--- config.mk ---
export PLATFORM = sky130hd
export DESIGN_NAME = disp_bcd_counter
export DESIGN_NICKNAME = d
export VERILOG_FILES = /design/src/rtl/disp_bcd_counter.sv
export SDC_FILE = /design/constraint.sdc
export NUM_CORES = 1
export LEC_CHECK = 0
export ABC_AREA = 1
export BUFFER_PORTS_ARGS = -buffer_cell sky130_fd_sc_hd__buf_2
export CORE_MARGIN = 1.5
export CORE_UTILIZATION = 40
export DETAILED_ROUTE_END_ITERATION = 10
export PLACE_DENSITY = 0.6
export RECOVER_POWER = 25
export SETUP_SLACK_MARGIN = 0.3
export SYNTH_ARGS = -nofsm -noshare
export SYNTH_HDL_FRONTEND = slang
export SYNTH_SLANG_ARGS = --single-unit
--- constraint.sdc ---
create_clock -name clk -period 4.7 [get_ports clk]
set_input_delay 1.175 -clock clk [delete_from_list [all_inputs] [get_ports clk]]
set_output_delay 1.175 -clock clk [all_outputs]
set_load 0.01 [all_outputs]
--- src/rtl/disp_bcd_counter.sv ---
// 8-digit BCD up/down counter feeding the seven-segment scan path.
// Prescaled stepping, clamped load, registered digit read port with blanking.
module disp_bcd_counter #(
   parameter int PRESCALE   = 100000000,
   parameter int PRESCALE_W = 27
) (
   input  logic        clk,
   input  logic        rst_n,
   input  logic        en,
   input  logic        up,
   input  logic        clr,
   input  logic        load,
   input  logic [31:0] load_val,
   input  logic        blank_lz,
   input  logic [2:0]  scan_idx,
   output logic [3:0]  code,
   output logic        blank,
   output logic [31:0] digits,
   output logic        wrap
);

   localparam logic [PRESCALE_W-1:0] PS_MAX = PRESCALE_W'(PRESCALE - 1);

   logic [PRESCALE_W-1:0] psc;
   logic                  step;
   logic [31:0]           inc_val;
   logic [31:0]           dec_val;
   logic                  inc_co;
   logic                  dec_bo;
   logic [31:0]           ld_val;
   logic [7:0]            zhi;

   assign step = en && (psc == PS_MAX);

   always_comb begin : ripple
      logic       c;
      logic       b;
      logic [3:0] d;
      inc_val = digits;
      dec_val = digits;
      c = 1'b1;
      b = 1'b1;
      d = 4'd0;
      for (int i = 0; i < 8; i++) begin
         d = digits[4*i +: 4];
         if (c) begin
            if (d == 4'd9) begin
               inc_val[4*i +: 4] = 4'd0;
            end else begin
               inc_val[4*i +: 4] = d + 4'd1;
               c = 1'b0;
            end
         end
         if (b) begin
            if (d == 4'd0) begin
               dec_val[4*i +: 4] = 4'd9;
            end else begin
               dec_val[4*i +: 4] = d - 4'd1;
               b = 1'b0;
            end
         end
      end
      inc_co = c;
      dec_bo = b;
   end

   always_comb begin : clamp
      logic [3:0] n;
      ld_val = 32'd0;
      n = 4'd0;
      for (int i = 0; i < 8; i++) begin
         n = load_val[4*i +: 4];
         ld_val[4*i +: 4] = (n > 4'd9) ? 4'd9 : n;
      end
   end

   // zhi[k]: digit k and every digit above it are zero
   always_comb begin : zeros
      logic z;
      zhi = 8'd0;
      z = 1'b1;
      for (int i = 7; i >= 0; i--) begin
         z = z && (digits[4*i +: 4] == 4'd0);
         zhi[i] = z;
      end
   end

   always_ff @(posedge clk or negedge rst_n) begin
      if (!rst_n) begin
         digits <= 32'd0;
         psc    <= '0;
         wrap   <= 1'b0;
      end else begin
         wrap <= 1'b0;
         if (clr) begin
            digits <= 32'd0;
            psc    <= '0;
         end else if (load) begin
            digits <= ld_val;
            psc    <= '0;
         end else if (en) begin
            if (step) begin
               psc <= '0;
               if (up) begin
                  digits <= inc_val;
                  wrap   <= inc_co;
               end else begin
                  digits <= dec_val;
                  wrap   <= dec_bo;
               end
            end else begin
               psc <= psc + PRESCALE_W'(1);
            end
         end
      end
   end

   always_ff @(posedge clk or negedge rst_n) begin
      if (!rst_n) begin
         code  <= 4'd0;
         blank <= 1'b0;
      end else begin
         code  <= digits[4*scan_idx +: 4];
         blank <= blank_lz && (scan_idx != 3'd0) && zhi[scan_idx];
      end
   end

endmodule

==> reports/results.tsv <==
stage	metric	value	unit
route	wl	16130	um
final_layout	area_growth	15.22	%
pwr	p_leak	2.886	nW
setup_path	cpLargestDelayFamily	simple AND/OR/NAND/NOR gates	
pwr	finalPower	1.859	mW
global_routing	grt.overflow.total	0	
global_routing	antenna_found_initial	0	
clock_network	clkLatencyLatePin	0.35	ns
timing	final-setup-viol-count	0	
die	chipHeight	117.9	um
synthesis	synth-async-reset-ratio	1.000	
setup_path	cp_slowest_cell	nor2_2	
route	viasPerCell	5.488	
synthesis	synthTopCellsByCount	nand2_1 (170), nor2_1 (97), inv_1 (79)	
timing	max_freq	0.3533	GHz
clock_network	post_cts_resized	0	
global_routing	grt_max_degree	44	
timing	fin_skew	0.01181	ns
clock_network	cts_inserted_buffers	9	
synthesis	ys_seq_area_frac	0.3083	
route	vias	5664	
timing	hold_viol	0	
clock_network	tritoncts	yes	
setup_path	r2r-start	digits[1]	
die	die_area	13890	um^2
clock_network	cts_root_buf	clkbuf_16	
synthesis	synth_area_leaders	dfrtp_1 (31%), nand2_1 (12%), nor2_1 (6.9%)	
clock_network	clock_sinks	65	
synthesis	post-synth-top-count-cell	nand2_1	
setup_path	critical_path.max_fanout	19	
synthesis	ys_types	43	
die	initial_utilization	0.4147	
die	fp.dieW	117.9	um
route	drc	0	
setup_path	cp.arrival	3.06	ns
synthesis	yosysWarnings	0	
route	wire_per_inst	15.63	um
setup_path	crit_path_max_incr_delay	0.48	ns
final_layout	final_layout_size_suffix_gt1_frac	0.1430	
setup_path	endpoint_kind	flop	
timing	rsz0062_at_grt	no	
setup_path	cp.required	4.93	ns
setup_path	critPathBufInv	3	
worst_hold_path	worstHoldStart	psc[25]	
clock_network	clk_pin_slew	0.06	ns
route	dr.first_iter.drc_count	601	
route	ant_nets	0	
final_layout	num-nets-final	919	
timing	fin_setup_tns	0	ns
clock_network	ctsHoldBuffers	0	
die	fp-row-count	41	
flow_run	maxCapViolCount	1	
outcome	status	finished, violations left	
global_routing	grt_pass1_vias	5368	
synthesis	ys_ff_latch	65	
global_routing	grt_pass1_wl	27240	um
worst_hold_path	hold_path_class	flop to flop	
clock_network	clockBufferDepth	2	
synthesis	syn_area_per_cell	6.713	um^2
clock_network	postCtsSetupBuffers	0	
placed_design	post-dp-hpwl	11990	um
die	core_area	12720	um^2
clock_network	cts-htree-levels	3	
timing	finalCritPeriodShare	0.6022	
setup_path	path_cells	buf_2 > inv_2 > nand2_4 > nor2_2 > inv_2 > nand2_1 > nor2_2 > nand2_1 > nor2_1 > o21ai_0 > nor2_1	
final_layout	diodes	0	
synthesis	syn_nets	850	
timing	drv_slew	38	
placed_design	place.gp.congestion	0.9106	
route	dr.pass1.iters	5	
synthesis	synth_top_area_frac	0.3083	
setup_path	startpoint	clr	
synthesis	synthCells	786	
outcome	violations	capacitance limit, slew limit	
setup_path	critPathLaunchType	input port	
timing	period_minus_slack	2.830	ns
synthesis	synth_edf_count	0	
synthesis	synth.largest_area_cell	dfrtp_1	
timing	worst_pin_slew	2.143	ns
synthesis	synth_area	5276	um^2
pwr	vdd_drop_max	145.8	uV
final_layout	fillers	1373	
pwr	pwr_density_cell	305.9	nW/um^2
synthesis	ys.flop_type	dfrtp_1	
global_routing	grtUsageTotal	0.2423	
die	io-pin-count	80	
timing	relSlewSlack	-0.4290	
setup_path	criticalPathCategory	input port to flop	
placed_design	port_buffers	79	
power by group:
group / internal (mW) / leakage (nW) / total [mW] / switching (mW)
clock: 0.423 / 0.142 / 0.677 / 0.254
combinational: 0.177 / 1.87 / 0.510 / 0.332
sequential: 0.601 / 0.870 / 0.672 / 0.0719
state kept, by name, indices dropped and copies added, names as in the netlist:
signal  cells
digits     32
wrap        1
psc        27
code        4
blank       1
placed cells by master (no fill, tap or decap), types with 3 or more instances in the layout:
cell | netlist | routed
a211oi_1 | 3 | 3
a21oi_1 | 44 | 44
a221oi_1 | 4 | 4
a31oi_1 | 7 | 7
a32oi_1 | 3 | 3
buf_2 | 8 | 72
buf_4 | 3 | 4
clkbuf_1 | 8 | 8
clkbuf_16 | 0 | 9
dfrtp_1 | 65 | 65
ha_1 | 22 | 22
inv_1 | 79 | 79
inv_2 | 7 | 7
nand2_1 | 170 | 170
nand2_2 | 6 | 6
nand2_4 | 3 | 3
nand3_1 | 66 | 66
nand3_2 | 5 | 5
nand3b_1 | 3 | 3
nand4_1 | 21 | 21
nor2_1 | 97 | 97
nor2_2 | 4 | 4
nor3_1 | 20 | 20
o211ai_1 | 12 | 12
o21a_1 | 3 | 3
o21ai_0 | 66 | 66
o21ai_1 | 12 | 12
o22ai_1 | 4 | 4
o22ai_2 | 4 | 4
xnor2_1 | 5 | 5
xor2_1 | 12 | 12
metrics by stage:
stage | hold slack [ns] | cell area (um^2) | util | setup slack [ns] | cells
after global routing | 0.5774 | 6080 | 0.4779 | 1.405 | 1032
after global placement | 0.4969 | 5791 | 0.4552 | 1.590 | 1016
after floorplan | 0.4749 | 5276 | - | 2.420 | 786
after CTS | 0.5464 | 6088 | 0.4786 | 1.905 | 1032
final | 0.5406 | 6080 | 0.4779 | 1.870 | 1032
after detailed placement | 0.5248 | 5791 | 0.4552 | 1.553 | 1016
final timing paths:
check | endpoint | slack [ns] | cells after the start
max in group asynchronous | digits[10] | 1.88 | 2
min in group asynchronous | psc[8] | 1.45 | 1
hold / removal | psc[25] | 0.54 | 2
setup / recovery | psc[21] | 1.87 | 11
setup reg to reg | digits[31] | 2.44 | 11
hold reg to reg | psc[25] | 0.54 | 2
routing by layer:
metal / vias to the layer above / wire length (um) / part of all wire / track usage
li1: 2785 / - / - / -
met1: 2645 / 7444 / 0.46 / 0.3290
met2: 209 / 7358 / 0.46 / 0.3830
met3: 25 / 957 / 0.059 / 0.04651
met4: 0 / 368 / 0.023 / 0.08994
met5: - / 0 / 0 / 0
cell type report:
cell class	count	area, um^2	area share
well taps	172	215.2	0.03540
inverters	87	326.6	0.05371
repair buffers	83	416.7	0.06853
flip-flops and latches	65	1627	0.2675
clock inverters	5	55.05	0.009055
clock buffers	11	242.7	0.03993
multi-input cells	609	3197	0.5258
logic make-up after synthesis:
kind of cell	count (synthesis)	synth area share
AOI/OAI and AO/OA	168	0.1847
xor gates and xnor gates	17	0.02822
and+or+nand+nor	402	0.3408
buffers and inverters	112	0.08584
DFF	65	0.3083
adders and majority gates	22	0.05217
tightest hold or removal path: stages (launching register included):
cell	delay [ns]
dfrtp_1	0.36
nand2_1	0.06
o21ai_0	0.07
No activity file was read; power rests on OpenSTA's default activity.
